==> config.mk <==
export PLATFORM = sky130hd
export DESIGN_NAME = wb_retire_unit
export DESIGN_NICKNAME = d
export VERILOG_FILES = /design/src/rtl/wb_retire_unit.sv
export SDC_FILE = /design/constraint.sdc
export NUM_CORES = 1
export LEC_CHECK = 0
export ABC_AREA = 1
export BUFFER_PORTS_ARGS = -buffer_cell sky130_fd_sc_hd__buf_2
export CAP_MARGIN = 40
export CORE_MARGIN = 5
export CORE_UTILIZATION = 46
export DETAILED_ROUTE_END_ITERATION = 8
export PLACE_DENSITY = 0.78
export SLEW_MARGIN = 0
export SYNTH_ARGS = -nofsm -noshare
export SYNTH_HDL_FRONTEND = slang
export SYNTH_SLANG_ARGS = --single-unit
==> constraint.sdc <==
create_clock -name clk -period 2 [get_ports clk]
set_input_delay 0.2 -clock clk [delete_from_list [all_inputs] [get_ports clk]]
set_output_delay 0.2 -clock clk [all_outputs]
set_load 0.01 [all_outputs]
==> src/rtl/wb_retire_unit.sv <==
// rtl/wb_retire_unit.sv - write-back retire stage sharing the RF write port with the vector unit
// Optional forwarding search compiled in with `define WB_FWD_EN.
module wb_retire_unit #(
  parameter int DEPTH      = 2,
  parameter int STARVE_LIM = 3
) (
  input  logic        clk,
  input  logic        reset,
  input  logic        regWrite_in,
  input  logic [1:0]  resultSrc_in,
  input  logic [3:0]  rd_in,
  input  logic [15:0] aluRes_in,
  input  logic [15:0] readData_in,
  input  logic [15:0] pc_plus2_in,
  input  logic [15:0] writeData_in,
  input  logic        vec_valid,
  input  logic [3:0]  vec_rd,
  input  logic [15:0] vec_data,
  output logic        vec_ready,
  output logic        wb_stall,
`ifdef WB_FWD_EN
  input  logic [3:0]  q_rs,
  output logic        fwd_hit,
  output logic [15:0] fwd_data,
`endif
  output logic        rf_we,
  output logic [3:0]  rf_wa,
  output logic [15:0] rf_wd
);

  localparam int AW = (DEPTH > 1) ? $clog2(DEPTH) : 1;
  localparam int SW = (STARVE_LIM > 0) ? $clog2(STARVE_LIM + 1) : 1;

  logic [15:0]   fifo_data [DEPTH];
  logic [3:0]    fifo_rd   [DEPTH];
  logic [AW-1:0] head;
  logic [AW-1:0] tail;
  logic [AW:0]   count;
  logic [SW-1:0] starve_cnt;

  logic [15:0] sel;
  logic        full;
  logic        have_head;
  logic        accept;
  logic        scalar_cand;
  logic        forced;
  logic        vec_win;
  logic        scalar_win;
  logic        push;
  logic        pop;
  logic [15:0] cand_data;
  logic [3:0]  cand_rd;

  always_comb begin
    sel = writeData_in;
    case (resultSrc_in)
      2'b00:   sel = aluRes_in;
      2'b01:   sel = readData_in;
      2'b10:   sel = pc_plus2_in;
      default: sel = writeData_in;
    endcase
  end

  // Everything that can cause a write or a stall is gated by reset so the
  // combinational outputs read as idle while reset is asserted.
  always_comb begin
    full        = (count == (AW+1)'(DEPTH));
    have_head   = (count != '0);
    accept      = reset && regWrite_in && !full;
    scalar_cand = have_head || accept;
    forced      = (starve_cnt == SW'(STARVE_LIM));
    vec_win     = reset && vec_valid && (!scalar_cand || forced);
    scalar_win  = reset && scalar_cand && !vec_win;
    pop         = scalar_win && have_head;
    push        = accept && !(scalar_win && !have_head);
    cand_data   = have_head ? fifo_data[head] : sel;
    cand_rd     = have_head ? fifo_rd[head] : rd_in;
    vec_ready   = vec_win;
    wb_stall    = reset && full;
  end

  always_ff @(posedge clk) begin
    if (push) begin
      fifo_data[tail] <= sel;
      fifo_rd[tail]   <= rd_in;
    end
  end

  always_ff @(posedge clk) begin
    if (!reset) begin
      head       <= '0;
      tail       <= '0;
      count      <= '0;
      starve_cnt <= '0;
      rf_we      <= 1'b0;
      rf_wa      <= '0;
      rf_wd      <= '0;
    end else begin
      rf_we <= vec_win || scalar_win;
      if (vec_win) begin
        rf_wa <= vec_rd;
        rf_wd <= vec_data;
      end else if (scalar_win) begin
        rf_wa <= cand_rd;
        rf_wd <= cand_data;
      end
      if (push) tail <= tail + AW'(1);
      if (pop)  head <= head + AW'(1);
      if (push && !pop)      count <= count + (AW+1)'(1);
      else if (pop && !push) count <= count - (AW+1)'(1);
      if (!vec_valid || vec_win)
        starve_cnt <= '0;
      else if (scalar_win && !forced)
        starve_cnt <= starve_cnt + SW'(1);
    end
  end

`ifdef WB_FWD_EN
  // Entries later in FIFO order are younger, so the last match wins; the
  // registered write is older than anything still queued.
  logic [AW-1:0] fwd_idx;
  always_comb begin
    fwd_hit  = 1'b0;
    fwd_data = '0;
    fwd_idx  = head;
    if (rf_we && rf_wa == q_rs) begin
      fwd_hit  = 1'b1;
      fwd_data = rf_wd;
    end
    for (int i = 0; i < DEPTH; i++) begin
      fwd_idx = head + AW'(i);
      if ((AW+1)'(i) < count && fifo_rd[fwd_idx] == q_rs) begin
        fwd_hit  = 1'b1;
        fwd_data = fifo_data[fwd_idx];
      end
    end
  end
`endif

endmodule
Yosys cells after proc, flatten, opt, wreduce, memory -nomap -nowiden
Memories as Yosys holds them, arrays and structs flattened. A register that Yosys moved wholly into a read port is not among the register bits.
Index checks and enable logic that the tools add are counted.
Widths: inputs -> output; s select.
{"block": "word_totals", "ram_bits": 40, "register_bits": 27, "memories": 2}
{"block": "op_classes", "n_addsub": 5, "n_reduce_logical": 31, "eq_ne": 4, "bitwise_logic": 1, "n_mux": 15}
{"memory": "fifo_data", "depth": 2, "width": 16, "rd": 1, "rd_clocked_by_memory_dff": 1, "wr": 1, "line_no": "34", "source": "logic [15:0] fifo_data [DEPTH];"}
{"memory": "fifo_rd", "depth": 2, "width": 4, "rd": 1, "rd_clocked_by_memory_dff": 1, "wr": 1, "line_no": "35", "source": "logic [3:0] fifo_rd [DEPTH];"}
{"op": "$mux 16", "count": 3}
{"op": "$pmux 16 s3", "count": 1}
{"op": "$logic_and 1x1->1", "count": 13}
{"op": "$mux 4", "count": 3}
{"op": "$logic_not 1->1", "count": 9}
{"op": "$eq 2x2->1 const B", "count": 3}
{"op": "$mux 1", "count": 6}
{"op": "$reduce_bool 2->1", "count": 3}
{"op": "$add 2x1->2 const B", "count": 2}
{"op": "$logic_or 1x1->1", "count": 4}
{"op": "$mux 2", "count": 2}
{"op": "$add 1x1->1 const B", "count": 2}
{"op": "$eq 2x1->1 const B", "count": 1}
{"op": "$logic_not 2->1", "count": 1}
{"op": "$reduce_or 2->1", "count": 1}
{"op": "$sub 2x1->2 const B", "count": 1}
{"op": "$not 1->1", "count": 1}

Logic depth before layout (Yosys ltp)
Gate-level depths: netlist of the first run.
{"block": "logic_depth", "depth_word": 16, "mapped_depth": 12, "ltp_nobuf": 12}

Worst setup path after synthesis of the first run
OpenSTA, ideal clock, no wires.
{"block": "synth_timing", "kind": "reg-to-reg", "from": "register count[1]", "to": "memory fifo_data[0][0] (enable)", "slack_ps": -172, "arrival_ps": 1775, "required_ps": 1603, "setup_ps": 397, "path_stages_with_launch": 8, "n_path_buf": 0, "path_cell_list": "dfxtp_1 > nor2_4 > nand2_4 > nand2_4 > nand2_4 > nand2_1 > nand2_1 > nor2_1"}
{"block": "synth_via", "elab_chain_cells": 14}
{"element": "start: declaration", "line_no": "38", "source": "logic [AW:0] count;"}
{"element": "start signal: assignment", "line_no": "109", "source": "if (push && !pop) count <= count + (AW+1)'(1);"}
{"element": "start signal: assignment", "line_no": "110", "source": "else if (pop && !push) count <= count - (AW+1)'(1);"}
{"element": "$eq 2x2->1", "line_no": "67", "source": "full = (count == (AW+1)'(DEPTH));"}
{"element": "$logic_not 1->1", "line_no": "69", "source": "accept = reset && regWrite_in && !full;"}
{"element": "$logic_and 1x1->1", "line_no": "69"}
{"element": "$logic_or 1x1->1", "line_no": "70", "source": "scalar_cand = have_head || accept;"}
{"element": "$logic_not 1->1", "line_no": "72", "source": "vec_win = reset && vec_valid && (!scalar_cand || forced);"}
{"element": "$logic_or 1x1->1", "line_no": "72"}
{"element": "$logic_and 1x1->1", "line_no": "72"}
{"element": "$logic_not 1->1", "line_no": "73", "source": "scalar_win = reset && scalar_cand && !vec_win;"}
{"element": "$logic_and 1x1->1", "line_no": "73"}
{"element": "$logic_and 1x1->1", "line_no": "75", "source": "push = accept && !(scalar_win && !have_head);"}
{"element": "$logic_not 1->1", "line_no": "75"}
{"element": "$logic_and 1x1->1 *", "line_no": "75"}
{"element": "$mux 1 *", "line_no": "83", "source": "if (push) begin"}
{"element": "$mux 1 (not written as such) *", "line_no": "84", "source": "fifo_data[tail] <= sel;"}
{"element": "end: declaration", "line_no": "34"}
Every way passes the cells marked *; elsewhere a longest branch is shown, timed or not.

Worst setup path in the final report of the first run
{"block": "layout_timing", "from": "register starve_cnt[0]", "to": "register count[1]"}
{"block": "layout_via", "elab_chain_cells": 11}
{"element": "start: declaration", "line_no": "39", "source": "logic [SW-1:0] starve_cnt;"}
{"element": "start signal: assignment", "line_no": "114", "source": "starve_cnt <= starve_cnt + SW'(1);"}
{"element": "$eq 2x2->1 *", "line_no": "71", "source": "forced = (starve_cnt == SW'(STARVE_LIM));"}
{"element": "$logic_or 1x1->1 *", "line_no": "72"}
{"element": "$logic_and 1x1->1 *", "line_no": "72"}
{"element": "$logic_not 1->1 *", "line_no": "73"}
{"element": "$logic_and 1x1->1 *", "line_no": "73"}
{"element": "$logic_and 1x1->1 *", "line_no": "75"}
{"element": "$logic_not 1->1 *", "line_no": "75"}
{"element": "$logic_and 1x1->1 *", "line_no": "75"}
{"element": "via push", "line_no": "49", "source": "logic push;"}
{"element": "$logic_not 1->1", "line_no": "110"}
{"element": "$logic_and 1x1->1", "line_no": "110"}
{"element": "$reduce_bool 2->1 (no source line)"}
Mark *: on every way through the listed nets, which the timed path passes. The rest lies on a longest branch.
A chain may end at the register's enable or synchronous reset.

==> reports/metrics.yaml, run 1 <==
synth_top_area_cell: "edfxtp_1"
cts_inserted_buffers: 9
max_freq_ghz: 0.542
drc_errors: 0
cp_slowest_cell: "dfxtp_1"
ys_warn_count: 0
antenna_found_initial: 0
ys_types: 26
die_area_mm2: 0.00989
globalplace.congestion: 0.847
critical_path_class: "reg -> reg"
timing.critical_path.arrival_ps: 2070
ys_seq_area_share_pct: 47.9
wl_per_cell_um: 13.9
grt_overflow: 0
avgSynthCellArea_um2: 7.80
drt-total-wl_mm: 9.69
finalHoldViolations: 0
cts_root_buf: "clkbuf_8"
dp_hpwl_mm: 7.23
synthesis.nets: 568
cp_max_fo: 8
io_buffers: 116
grt_pass1_wl_mm: 15.7
fin_skew_ps: 9.08
drive_gt1_share_pct: 28.6
power.density_mw_per_mm2: 957
diodes: 0
rsz0062_at_grt: "no"
rrSetupSlack_ps: 150
period_needed_ps: 1850
avgViaCountPerCell: 5.03
multi_input_area_mm2: 0.00167
cp_cell_sequence: "ha_1 -> inv_2 -> nand2_4 -> nand2_4 -> nand2_2 -> nand2_2 -> inv_1 -> ha_1 -> a21oi_1 -> o21ai_0 -> o21ai_1 -> a21oi_1"
fillers: 733
slowest_delay_ps: 320
slew_violations: 0
finalWorstSetupSlack_ps: 154
fin_tns_setup_ps: 0
syn_area_mm2: 0.00368
netlist.area_leader.share_pct: 32.6
synth-seq-cells: 68
max-vdd-ir-drop_v: 0.000460
synth_cells: 472
grtUsageTotal_pct: 20.2
start_util_pct: 47.4
synth.area.top_cells: "edfxtp_1, nand2_1, dfxtp_1"
holdBufCountCts: 0
maxSlewHeadroom_pct: 58.0
dr_total_vias: 3498
cts_tree: "done"
cp.required_ps: 2230
die_height_um: 99.4
ios: 117
maxCapViolations: 0
drtPass1Iterations: 5
clkTransAtPathRegs_ps: 70
dp_slack_ps: 14.2
cp-end-kind: "flip-flop"
p_leak_uw: 0.00220
cts_buffer_depth: 2
clock_latency_ps: 340
grt_pass1_vias: 3434
cts_sinks: 68
fp.coreArea_mm2: 0.00777
drt_first_iter_violations: 120
worst_pin_slew_ps: 629
ant_nets: 0
cp-start-kind: "flip-flop"
synthToLayoutAreaGrowth_pct: 23.7
seq_area_mm2: 0.00176
hold_path.class: "in -> reg"
status: "complete, no violations"
min_period_over_period_pct: 92.3
die_w_um: 99.4
num_rows: 32
grt_max_degree: 33
cts_htree_levels: 3
setup_viol: 0
layout.nets: 685
==> final timing paths <==
path,startpoint,cells past startpoint,to
worst max-delay path,starve_cnt[0],12,count[1]
worst min-delay path,rd_in[1],1,fifo_rd[0][1]
worst max register to register,starve_cnt[0],12,count[1]
worst min register to register,starve_cnt[0],1,starve_cnt[0]
==> critical path, delay by kind of cell, from the launching register on <==
| family | cells | cell delay, ps |
|---|---|---|
| AO/OA/AOI/OAI | 4 | 440 |
| adder cells (fa/ha/maj) | 2 | 520 |
| buffers and inverters | 2 | 120 |
| flip-flops | 1 | 320 |
| AND/OR/NAND/NOR | 4 | 340 |
==> flip-flops by register name (all words and copies together), names as in the netlist, named ones only <==
| register | count |
|---|---|
| starve_cnt | 2 |
| rf_we | 1 |
| rf_wa | 4 |
| head | 1 |
| fifo_rd | 8 |
| count | 2 |
| fifo_data | 32 |
| rf_wd | 16 |
| tail | 1 |
==> power breakdown <==
group / switching, uW / internal (uW) / total, uW
combinational: 956 / 581 / 1540
clock: 485 / 521 / 1010
sequential: 102 / 1710 / 1810
==> cell usage in the layout, fill, tap and decap left out <==
cell type / n
inv_4: 2
nor3_1: 1
nand2_2: 4
nor2_2: 7
and2_1: 16
o21ai_0: 22
nor3_2: 1
nand2_1: 162
or2_2: 6
buf_12: 1
inv_1: 28
nand2_4: 3
buf_2: 116
clkbuf_8: 11
buf_4: 12
inv_2: 3
ha_1: 2
o21ai_1: 1
or2_0: 1
nor2_4: 2
or2_1: 9
nor2_1: 14
dfxtp_2: 2
dfxtp_1: 26
edfxtp_1: 40
clkbuf_1: 4
nand3_1: 58
a21oi_1: 23
nand3b_1: 17
==> synth_stat cells, drive strengths merged <==
master and instances:
dfxtp 28, nand3b 17, inv 32, nor3 2, nor2 23, ha 2
nand3 58, nand2 169, and2 16, edfxtp 40, o21ai 23, or2 16
a21oi 23, clkbuf 5, buf 18
==> metal layers <==
metal	vias to the layer above	global-route usage, %	wire length (um)
met5	-	0	0
met4	0	7.88	230
met3	15	6.03	774
met2	128	34.2	4820
met1	1580	24.0	3870
li1	1775	-	-
==> per-stage QoR <==
stage	cells	util (%)	power (uW)	instance area (um^2)	hold slack, ps
finish	696	58.6	4360	4550	85.9
global route	696	58.6	4670	4550	73.4
CTS	693	58.2	4330	4520	80.1
detailed placement	677	56.0	3340	4350	415
global placement	677	56.0	3300	4350	406
floorplan	472	-	2830	3680	299
==> repair_timing <==
action,in CTS,in global routing
resized for setup,0,6
buffers inserted,0,3
hold endpoints to repair,0,0
setup endpoints to repair,0,1
==> layout make-up <==
cell class | count | share of cell area (%)
timing repair buffer | 129 | 15.2
tap | 102 | 2.80
inverter | 32 | 2.69
sequential | 68 | 38.8
clock buffer | 15 | 3.66
clock inverter | 1 | 0.137
multi-input combinational | 349 | 36.8
==> cells by family (layout without fill, tap and decap cells) <==
group / after synthesis / in the layout / share of synthesized area (%)
buffers and inverters: 55 / 177 / 6.97
and+or+nand+nor: 301 / 301 / 38.2
adders and majority gates: 2 / 2 / 0.680
AOI/OAI and AO/OA: 46 / 46 / 6.26
DFF: 68 / 68 / 47.9
Note: power is estimated with default switching activity, not from simulation.
==> inputs of run 2 (changes only) <==
--- a/config.mk
+++ b/config.mk
@@ -8,10 +8,12 @@
 export ABC_AREA = 1
 export BUFFER_PORTS_ARGS = -buffer_cell sky130_fd_sc_hd__buf_2
 export CAP_MARGIN = 40
-export CORE_MARGIN = 5
-export CORE_UTILIZATION = 46
+export CELL_PAD_IN_SITES_DETAIL_PLACEMENT = 1
+export CELL_PAD_IN_SITES_GLOBAL_PLACEMENT = 2
+export CORE_UTILIZATION = 25
 export DETAILED_ROUTE_END_ITERATION = 8
-export PLACE_DENSITY = 0.78
+export PLACE_DENSITY = 0.77
+export SETUP_SLACK_MARGIN = 0.3
 export SLEW_MARGIN = 0
 export SYNTH_ARGS = -nofsm -noshare
 export SYNTH_HDL_FRONTEND = slang
==> reports/metrics.yaml, run 2 (synthesized netlist as in run 1, its figures left out) <==
fin_skew_ps: 5.43  # was 9.08 ps
power.density_mw_per_mm2: 1050  # was 957 mW/mm^2
layout.nets: 691  # was 685
grtUsageTotal_pct: 16.6  # was 20.2%
p_leak_uw: 0.00230  # was 0.00220 uW
grt_pass1_vias: 3671  # was 3434
worst_pin_slew_ps: 706  # was 629 ps
cp-start-kind: "flip-flop"  # unchanged
timing.critical_path.arrival_ps: 1930  # was 2070 ps
r2r_cells: 12  # unchanged
layout_commonest_cell: "nand2_1"  # unchanged
min_period_over_period_pct: 85.4  # was 92.3%
regMostFlops: "fifo_data"  # unchanged
hold_path.class: "in -> reg"  # unchanged
clock_latency_ps: 330  # was 340 ps
cts_htree_levels: 3  # unchanged
dp_hpwl_mm: 8.89  # was 7.23 mm
globalplace.congestion: 0.774  # was 0.847
wl_per_cell_um: 15.5  # was 13.9 um
cts_sinks: 68  # unchanged
rrSetupSlack_ps: 290  # was 150 ps
holdBufCountCts: 0  # unchanged
drc_errors: 0  # unchanged
cts_buffer_depth: 2  # unchanged
drive_gt1_share_pct: 30.7  # was 28.6%
r2r_start: "count[1]"  # was starve_cnt[0]
slew_violations: 0  # unchanged
rsz0062_at_grt: "yes"  # was no
max-vdd-ir-drop_v: 0.000430  # was 0.000460 V
cp-endpoint: "count[1]"  # unchanged
setup_viol: 0  # unchanged
dp_slack_ps: 94.6  # was 14.2 ps
fp.coreArea_mm2: 0.0141  # was 0.00777 mm^2
grt_max_degree: 33  # unchanged
critical_path_class: "reg -> reg"  # unchanged
finalHoldViolations: 0  # unchanged
ant_nets: 0  # unchanged
die_w_um: 123  # was 99.4 um
antenna_found_initial: 1  # was 0
largest_reg_flops: 32  # unchanged
start_util_pct: 26.1  # was 47.4%
clkTransAtPathRegs_ps: 60  # was 70 ps
num_rows: 43  # was 32
grt_pass1_wl_mm: 18.6  # was 15.7 mm
maxCapViolations: 0  # unchanged
grt_overflow: 0  # unchanged
cp.required_ps: 2220  # was 2230 ps
avgViaCountPerCell: 4.56  # was 5.03
top_regs: "fifo_data (32), rf_wd (16), fifo_rd (8)"  # unchanged
startpoint: "count[1]"  # was starve_cnt[0]
drtPass1Iterations: 7  # was 5
final_cell_mix: "nand2_1, buf_2, nand3_1"  # unchanged
reg2reg_to: "count[1]"  # unchanged
period_needed_ps: 1710  # was 1850 ps
cp-end-kind: "flip-flop"  # unchanged
die_height_um: 123  # was 99.4 um
status: "complete, no violations"  # unchanged
fin_hold_ws_ps: 96.2  # was 85.9 ps
dr_total_vias: 3563  # was 3498
cts_root_buf: "clkbuf_16"  # was clkbuf_8
power_uw: 5150  # was 4360 uW
cp_max_fo: 7  # was 8
cts_tree: "done"  # unchanged
synthToLayoutAreaGrowth_pct: 33.2  # was 23.7%
drt-total-wl_mm: 12.1  # was 9.69 mm
fin_tns_setup_ps: 0  # unchanged
io_buffers: 116  # unchanged
max_freq_ghz: 0.585  # was 0.542 GHz
cts_inserted_buffers: 9  # unchanged
die_area_mm2: 0.0152  # was 0.00989 mm^2
maxSlewHeadroom_pct: 52.9  # was 58.0%
ios: 117  # unchanged
drt_first_iter_violations: 171  # was 120
finalWorstSetupSlack_ps: 291  # was 154 ps
## run 2: cell count changes in the layout (fill, tap and decap cells not counted), moves of 2 or more
cell       delta
a21oi_1       -2
inv_4         -2
buf_4         +4
dfxtp_4       +2
clkbuf_1      -3
a21oi_2       +2
clkbuf_16     +9
clkbuf_8      -9
dfxtp_2       -2
nand2_2       -2
clkinv_2      +2
## run 2: through the flow
step	utilization (%)	cell area (um^2)	instances
final	34.8	4900	781
after global routing	34.7	4900	780
after CTS	34.1	4810	771
after detailed placement	31.7	4460	754
after global placement	31.7	4460	754
after floorplan	-	3690	472
## run 2: per-layer routing
metal	vias to the layer above	track usage [%]	share of wire (%)
li1	1787	-	-
met1	1665	19.0	42
met2	96	30.0	50
met3	15	4.15	5.8
met4	0	4.89	1.5
met5	-	0	0
## run 2: layout make-up
class,instances,area (um^2)
fill,1761,9200
sequential,68,1770
multi-input combinational,349,1720
timing repair buffer,135,752
clock buffer,12,256
tap,180,225
inverter,32,125
clock inverter,4,47.5
antenna,1,2.50
## run 2: report_power, final
group	internal [uW]	switching [uW]	total (uW)
logic	653	1060	1710
registers	1720	102	1820
clock network	1030	593	1620
## run 2: how the worst min path moves through the flow
stage / startpoint / to / slack, ps / cells after the start
after floorplan: rd_in[0] / fifo_rd[0][0] / 300 / 0
after global placement: starve_cnt[0] / starve_cnt[0] / 410 / 1
after detailed placement: starve_cnt[0] / starve_cnt[0] / 420 / 1
after CTS: rd_in[0] / fifo_rd[0][0] / 90 / 1
after global routing: rd_in[3] / fifo_rd[1][3] / 90 / 1
final: rd_in[0] / fifo_rd[0][0] / 100 / 1
## run 2: critical path, stage by stage (launching register included)
cell	delay, ps
dfxtp_4	360
nor2_4	150
nand2_4	90
nand2_4	110
nand2_8	80
nand2_4	100
nand2_4	60
inv_2	70
ha_4	200
a21oi_2	110
o21ai_2	70
o21ai_1	140
a21oi_1	60
## run 2: repair_timing
item / CTS / global route
setup buffers: 1 / 9
pin swaps: 1 / 6
gates cloned: 0 / 0
endpoints found under the hold margin: 0 / 0
endpoints found under the setup margin: 43 / 7
resized for setup: 7 / 6
